===== config.mk =====
export PLATFORM = sky130hd
export DESIGN_NAME = cache_trace_sequencer
export DESIGN_NICKNAME = d
export VERILOG_FILES = /design/src/rtl/cache_trace_sequencer.sv
export SDC_FILE = /design/constraint.sdc
export NUM_CORES = 1
export LEC_CHECK = 0
export CAP_MARGIN = 20
export CELL_PAD_IN_SITES_DETAIL_PLACEMENT = 0
export CELL_PAD_IN_SITES_GLOBAL_PLACEMENT = 1
export CORE_MARGIN = 2
export CORE_UTILIZATION = 35
export CTS_BUF_LIST = sky130_fd_sc_hd__clkbuf_16
export DETAILED_ROUTE_END_ITERATION = 7
export GPL_ROUTABILITY_DRIVEN = 0
export PLACE_DENSITY_LB_ADDON = 0.1
export SKIP_CTS_REPAIR_TIMING = 1
export SYNTH_ARGS = -nofsm -noshare
export SYNTH_HDL_FRONTEND = slang
export SYNTH_SLANG_ARGS = --single-unit

===== constraint.sdc =====
create_clock -name clk -period 2.41 [get_ports clk]
set_input_delay 0.3615 -clock clk [delete_from_list [all_inputs] [get_ports clk]]
set_output_delay 0.3615 -clock clk [all_outputs]
set_load 0.05 [all_outputs]

===== src/rtl/cache_trace_sequencer.sv =====
// Trace-driven cache access sequencer: reader -> cache handshake with run statistics.
// Optional REQ timeout with sticky error flag when CTRL_TIMEOUT_EN is defined.
module cache_trace_sequencer #(
  parameter int ADDR_W  = 15,
  parameter int CNT_W   = 16,
  parameter int TIMEOUT = 63
) (
  input  logic              clk,
  input  logic              rst,
  input  logic              start,
  output logic              rd_en,
  input  logic [ADDR_W-1:0] rd_data,
  input  logic              rd_finish,
  output logic              cache_req,
  output logic [ADDR_W-1:0] cache_addr,
  input  logic              cache_ready,
  input  logic              cache_hit,
  output logic              busy,
  output logic              done,
  output logic [CNT_W-1:0]  access_count,
  output logic [CNT_W-1:0]  hit_count,
  output logic [CNT_W-1:0]  miss_count,
  output logic              error
);

  typedef enum logic [2:0] {
    IDLE, FETCH, CAPTURE, REQ, DONE
  } state_t;

  state_t            state;
  logic [ADDR_W-1:0] addr_q;
  logic              last_q;

  function automatic logic [CNT_W-1:0] sat_inc(
    input logic [CNT_W-1:0] v
  );
    return (&v) ? v : v + 1'b1;
  endfunction

  assign cache_addr = addr_q;

`ifdef CTRL_TIMEOUT_EN
  localparam int WAIT_W = $clog2(TIMEOUT + 1);
  logic [WAIT_W-1:0] wait_cnt;
  logic              error_q;
  assign error = error_q;
`else
  wire unused_timeout = |TIMEOUT;
  assign error = 1'b0;
`endif

  always_ff @(posedge clk or posedge rst) begin
    if (rst) begin
      state        <= IDLE;
      rd_en        <= 1'b0;
      cache_req    <= 1'b0;
      busy         <= 1'b0;
      done         <= 1'b0;
      addr_q       <= '0;
      last_q       <= 1'b0;
      access_count <= '0;
      hit_count    <= '0;
      miss_count   <= '0;
`ifdef CTRL_TIMEOUT_EN
      wait_cnt     <= '0;
      error_q      <= 1'b0;
`endif
    end else begin
      rd_en <= 1'b0;
      done  <= 1'b0;
      unique case (state)
        IDLE: begin
          if (start) begin
            access_count <= '0;
            hit_count    <= '0;
            miss_count   <= '0;
`ifdef CTRL_TIMEOUT_EN
            error_q      <= 1'b0;
`endif
            rd_en        <= 1'b1;
            busy         <= 1'b1;
            state        <= FETCH;
          end
        end
        FETCH: begin
          state <= CAPTURE;
        end
        CAPTURE: begin
          addr_q    <= rd_data;
          last_q    <= rd_finish;
          cache_req <= 1'b1;
`ifdef CTRL_TIMEOUT_EN
          wait_cnt  <= '0;
`endif
          state     <= REQ;
        end
        REQ: begin
          if (cache_ready) begin
            access_count <= sat_inc(access_count);
            if (cache_hit) hit_count <= sat_inc(hit_count);
            else           miss_count <= sat_inc(miss_count);
            cache_req <= 1'b0;
            if (last_q) begin
              done  <= 1'b1;
              state <= DONE;
            end else begin
              rd_en <= 1'b1;
              state <= FETCH;
            end
          end
`ifdef CTRL_TIMEOUT_EN
          else if (wait_cnt == WAIT_W'(TIMEOUT - 1)) begin
            // access abandoned: statistics stay untouched
            error_q   <= 1'b1;
            cache_req <= 1'b0;
            done      <= 1'b1;
            state     <= DONE;
          end else begin
            wait_cnt <= wait_cnt + 1'b1;
          end
`endif
        end
        DONE: begin
          busy  <= 1'b0;
          state <= IDLE;
        end
        default: begin
          state <= IDLE;
        end
      endcase
    end
  end

endmodule


Word-level counts from Yosys, hierarchy flattened
Cells that the tools add are included.
{ "totals": {"reg_bits": 71, "inputBits": 21, "out_inout_bits": 68, "word_cells": 64} }
{ "op_classes": {"add_sub_neg": 3, "n_eq_ne": 11, "muxes": 27, "reduce_logical": 13} }
{ "op_table": {"columns": ["cell", "count"], "rows": [
  ["16-bit 2-to-1 mux", 9],
  ["16-bit one-hot mux with 2 select lines", 3],
  ["16-bit by 1-bit adder with 16-bit output (second input constant)", 3],
  ["16-bit AND reduction", 3],
  ["2-bit inequality test (second input constant)", 7],
  ["3-bit one-hot mux with 4 select lines", 1],
  ["5-bit AND reduction", 2],
  ["3-bit 2-to-1 mux", 3],
  ["1-bit 2-to-1 mux", 8],
  ["3-bit by 2-bit == test with 1-bit output (second input constant)", 2],
  ["1-bit one-hot mux with 2 select lines", 3],
  ["2-bit AND reduction", 3],
  ["2-bit nonzero test", 3],
  ["4-bit AND reduction", 1],
  ["3-bit by 1-bit == test with 1-bit output (second input constant)", 1],
  ["3-bit == test (second input constant)", 1],
  ["3-bit logical NOT", 1]
]} }

Depth between registers and ports, before layout
{ "depth": {"depth_word": 5, "mapped_depth": 8, "mapped_depth_nobuf": 6} }

Worst setup path after synthesis
Ideal clock, no wire load.
{ "synth_timing": {"path_type": "reg-to-reg", "start": "reg miss_count[0]", "end": "reg miss_count[9]", "setup_time_ns": 0.110, "t_arrival_ns": 2.185, "required_time_ns": 2.300, "slack_ns": 0.115, "path_stages_with_launch": 9, "n_path_buf": 2, "synth_period_minus_slack_ns": 2.295, "cell_sequence": "dfrtp_1 > ha_1 > nand3_1 > or3_1 > clkbuf_1 > o21ai_2 > buf_2 > o21ai_0 > o41ai_1"} }
{ "synth_between": {"elab_chain_len": 5, "word_cells_on_any_way": 8, "classes_between": "1 x add/sub; 1 x eq/ne; 4 x mux; 2 x reduce/logical"} }
{ "synth_lines": {"columns": ["item", "line_no", "rtl"], "rows": [
  ["from (decl)", "22", "output logic [CNT_W-1:0] miss_count,"],
  ["from (signal assigned)", "101", "else miss_count <= sat_inc(miss_count);"],
  ["16-bit by 1-bit adder with 16-bit output", "37", "return (&v) ? v : v + 1'b1;"],
  ["16-bit 2-to-1 mux", "37", null],
  ["16-bit 2-to-1 mux", "100", "if (cache_hit) hit_count <= sat_inc(hit_count);"],
  ["16-bit 2-to-1 mux", "98", "if (cache_ready) begin"],
  ["16-bit one-hot mux with 2 select lines", "71", "unique case (state)"]
]} }
Parallel ways exist; a longest one is shown, timed or not. The select of a mux whose other input is x is not followed.
A chain may end at the register's enable or synchronous reset.

Worst setup path in the final report
{ "layout_timing": {"start": "reg hit_count[1]", "end": "reg hit_count[2]"} }
{ "layout_between": {"elab_chain_len": 5, "word_cells_on_any_way": 8, "classes_between": "1 x add/sub; 1 x eq/ne; 4 x mux; 2 x reduce/logical"} }
{ "layout_lines": {"columns": ["item", "line_no", "rtl"], "rows": [
  ["from (decl)", "21", "output logic [CNT_W-1:0] hit_count,"],
  ["from (signal assigned)", "100", null],
  ["16-bit by 1-bit adder with 16-bit output", "37", null],
  ["16-bit 2-to-1 mux", "37", null],
  ["16-bit 2-to-1 mux", "100", null],
  ["16-bit 2-to-1 mux", "98", null],
  ["16-bit one-hot mux with 2 select lines", "71", null]
]} }
Parallel ways exist; a longest one is shown, timed or not. The select of a mux whose other input is x is not followed.

==> flow_metrics.env <==
export IMPL_status="complete, no violations"
export IMPL_synth_top_family_by_area="compound AO/OA/AOI/OAI gates"
export IMPL_tns_ns=0
export IMPL_regArea_um2=1780
export IMPL_clk_pin_slew_worst_paths_ns=0.06
export IMPL_path_cells="ha_1, nand3_1, or4_4, o21ai_4, o21ai_0, o21ai_0"
export IMPL_critical_path_depth=6
export IMPL_n_fill_cell=964
export IMPL_hold_viol=0
export IMPL_synthXorXnorAreaFrac=0
export IMPL_grt_pass1_wl_mm=16.0
export IMPL_wl_met1_mm=4.40
export IMPL_synth_cell_types=41
export IMPL_ant_nets=0
export IMPL_post_place_ws_ns=0.190
export IMPL_cp_max_fo=17
export IMPL_drtPass1Iterations=4
export IMPL_drive_gt1_frac=0.123
export IMPL_worst_ir_drop_vdd_uv=813
export IMPL_dieArea_um2=11000
export IMPL_wl_met3_um=439
export IMPL_worst_pin_slew_ns=0.704
export IMPL_cts_max_level=3
export IMPL_die_h_um=105
export IMPL_period_share=0.890
export IMPL_detail_route_wirelength_mm=9.35
export IMPL_antenna_found_initial=0
export IMPL_grt_max_degree=72
export IMPL_die_w_um=105
export IMPL_synth_cells=371
export IMPL_via_per_inst=5.34
export IMPL_fmax_mhz=466
export IMPL_clockBufferDepth=2
export IMPL_synthMuxAreaShare=0.0506
export IMPL_synthSimpleGateAreaFrac=0.199
export IMPL_leakage_nw=1.92
export IMPL_slew_headroom=0.526
export IMPL_cts_root_buf="clkbuf_16"
export IMPL_cts_sinks=71
export IMPL_core_area_um2=9820
export IMPL_ys_seq_area_frac=0.499
export IMPL_maxSlewViolCount=0
export IMPL_hpwl_mm=6.33
export IMPL_cp_arrival_ns=2.40
export IMPL_synth_compound_area_frac=0.207
export IMPL_critPathTopFamily="simple AND/OR/NAND/NOR gates"
export IMPL_worst_slack_ns=0.264
export IMPL_fin_skew_ns=0.00798
export IMPL_worst_setup_path_end_kind="flip-flop"
export IMPL_drtIter0Drc=146
export IMPL_synth_seq_cells=71
export IMPL_cp_required_ns=2.66
export IMPL_slowest_delay_ns=0.55
export IMPL_grt_usage=0.179
export IMPL_critPathKind="flip-flop to flip-flop"
export IMPL_cp_common_cell="o21ai_0"
export IMPL_path_buf_inv=0
export IMPL_cts_tree="built"
export IMPL_synth_fa_ha_area_frac=0.0105
export IMPL_ys_warn_count=0
export IMPL_maxCapViolCount=0
export IMPL_crit_path_start_kind="flip-flop"
export IMPL_critPathSlowestCell="or4_4"
export IMPL_nets=490
export IMPL_hold_class="input pin to asynchronous set/reset pin"
export IMPL_syn_nets=395
export IMPL_ff2ff_path_depth=6
export IMPL_multi_input_area_um2=1670
export IMPL_insertion_delay_ns=0.34
export IMPL_rsz0062_at_grt="no"
export IMPL_syn_avg_cell_area_um2=9.60
export IMPL_grt_ovfl_total=0
export IMPL_fin_crit_ns=2.15
export IMPL_start_util=0.363
export IMPL_drt_wirelength_per_cell_um=15.5
export IMPL_synthToLayoutAreaGrowth_pct=38.6
export IMPL_diodes=0
export IMPL_setup_viol=0
export IMPL_dr_wl_met2_mm=4.37
export IMPL_num_rows=36
export IMPL_dr_total_vias=3223
export IMPL_port_buffers=87
export IMPL_syn_area_um2=3560
export IMPL_io_pins=89
export IMPL_powerDensity_nw_per_um2=1130
export IMPL_grt_pass1_vias=3199
export IMPL_drc=0
export IMPL_numCtsBuffers=9
export IMPL_top_layer="met4"
tightest hold or removal path: cells and delay by family:
family                 cells  cell delay, ns
buffers and inverters      3            0.81
final cells by class:
type,instances,share of cell area
Inverter,5,0.00380
Tap cell,133,0.0337
Sequential cell,71,0.360
Clock buffer,9,0.0456
Timing Repair Buffer,102,0.202
Multi-Input combinational cell,277,0.339
Clock inverter,7,0.0162
state kept, by name, indices dropped and copies added (netlist names):
register,count
last_q,1
busy,1
cache_addr,15
cache_req,1
hit_count,16
done,1
access_count,16
rd_en,1
state,3
miss_count,16
stage by stage:
step | total power [W] | util | hold slack [ns] | std cells | area [um^2]
floorplan | 0.00341 | - | 0.509 | 371 | 3560
global placement | 0.00418 | 0.471 | 0.467 | 588 | 4620
detailed placement | 0.00421 | 0.471 | 0.469 | 588 | 4620
CTS | 0.00561 | 0.502 | 0.444 | 604 | 4930
global route | 0.00590 | 0.503 | 0.481 | 604 | 4940
finish | 0.00556 | 0.503 | 0.417 | 604 | 4940
final timing paths:
kind | startpoint | end | slack (ns)
max in group asynchronous | rst | access_count[1] | 1.68
worst min register to register | cache_req | cache_req | 0.48
worst min-delay path | rst | cache_addr[6] | 0.42
worst max-delay path | hit_count[1] | hit_count[2] | 0.26
min in group clk | cache_req | cache_req | 0.48
worst max register to register | hit_count[1] | hit_count[2] | 0.26
cells in the mapped netlist:
master / instances / area (um^2)
dfrtp_1: 71 / 1780
o21ai_0: 47 / 235
nand2_1: 30 / 113
nor2_1: 29 / 109
nand3_1: 18 / 90.1
nand4_1: 18 / 113
o31ai_1: 18 / 135
mux2_2: 16 / 180
a21oi_1: 15 / 75.1
o21ai_1: 15 / 75.1
a31oi_1: 13 / 81.3
and2_1: 7 / 43.8
buf_2: 7 / 35.0
clkbuf_1: 6 / 22.5
and3_1: 5 / 31.3
inv_1: 5 / 18.8
nor4_1: 5 / 31.3
o41ai_1: 5 / 43.8
nand2b_1: 4 / 25.0
and4_1: 3 / 26.3
ha_1: 3 / 37.5
nand4b_1: 3 / 26.3
o21ai_2: 3 / 26.3
or3_1: 3 / 18.8
buf_4: 2 / 15.0
buf_6: 2 / 22.5
o21a_1: 2 / 15.0
or2_2: 2 / 12.5
or4_4: 2 / 22.5
a21o_1: 1 / 7.51
a2bb2oi_1: 1 / 8.76
a41oi_1: 1 / 8.76
and3b_1: 1 / 8.76
clkbuf_2: 1 / 5.00
conb_1: 1 / 3.75
nand3b_1: 1 / 7.51
nor3b_1: 1 / 7.51
nor3b_2: 1 / 12.5
o21ai_4: 1 / 16.3
o21bai_1: 1 / 7.51
or3b_4: 1 / 11.3
metal layers:
layer  GRT usage  vias up
met3      0.0493       11
met1       0.234     1560
met5           0        -
met2       0.287       73
li1            -     1579
met4      0.0600        0
layout by cell type (no fill, tap or decap), types with 3 or more instances in the layout:
cell	instances
nand3_1	18
dfrtp_1	71
o21ai_1	15
nand2b_1	4
mux2_2	16
nor4_1	5
o31ai_1	18
a21oi_1	15
clkbuf_16	9
or3_1	3
nand4b_1	3
and4_1	3
a31oi_1	13
inv_1	4
nand4_1	18
nand2_1	30
and3_1	5
buf_4	14
clkdlybuf4s50_1	87
o41ai_1	5
nor2_1	29
ha_1	3
o21ai_0	47
and2_1	7
cell families after synthesis:
group | after synthesis
compound gates | 123
buf+inv | 23
flops | 71
mux | 16
other cells | 1
fa+ha+maj | 3
simple gates | 134
power breakdown:
group / switching (W) / internal [W] / total, W / leakage (nW)
Clock: 0.000560 / 0.000812 / 0.00137 / 0.143
Sequential: 0.000245 / 0.00145 / 0.00169 / 0.933
Combinational: 0.00158 / 0.000911 / 0.00249 / 0.848
(Power assumes the default switching activity.)
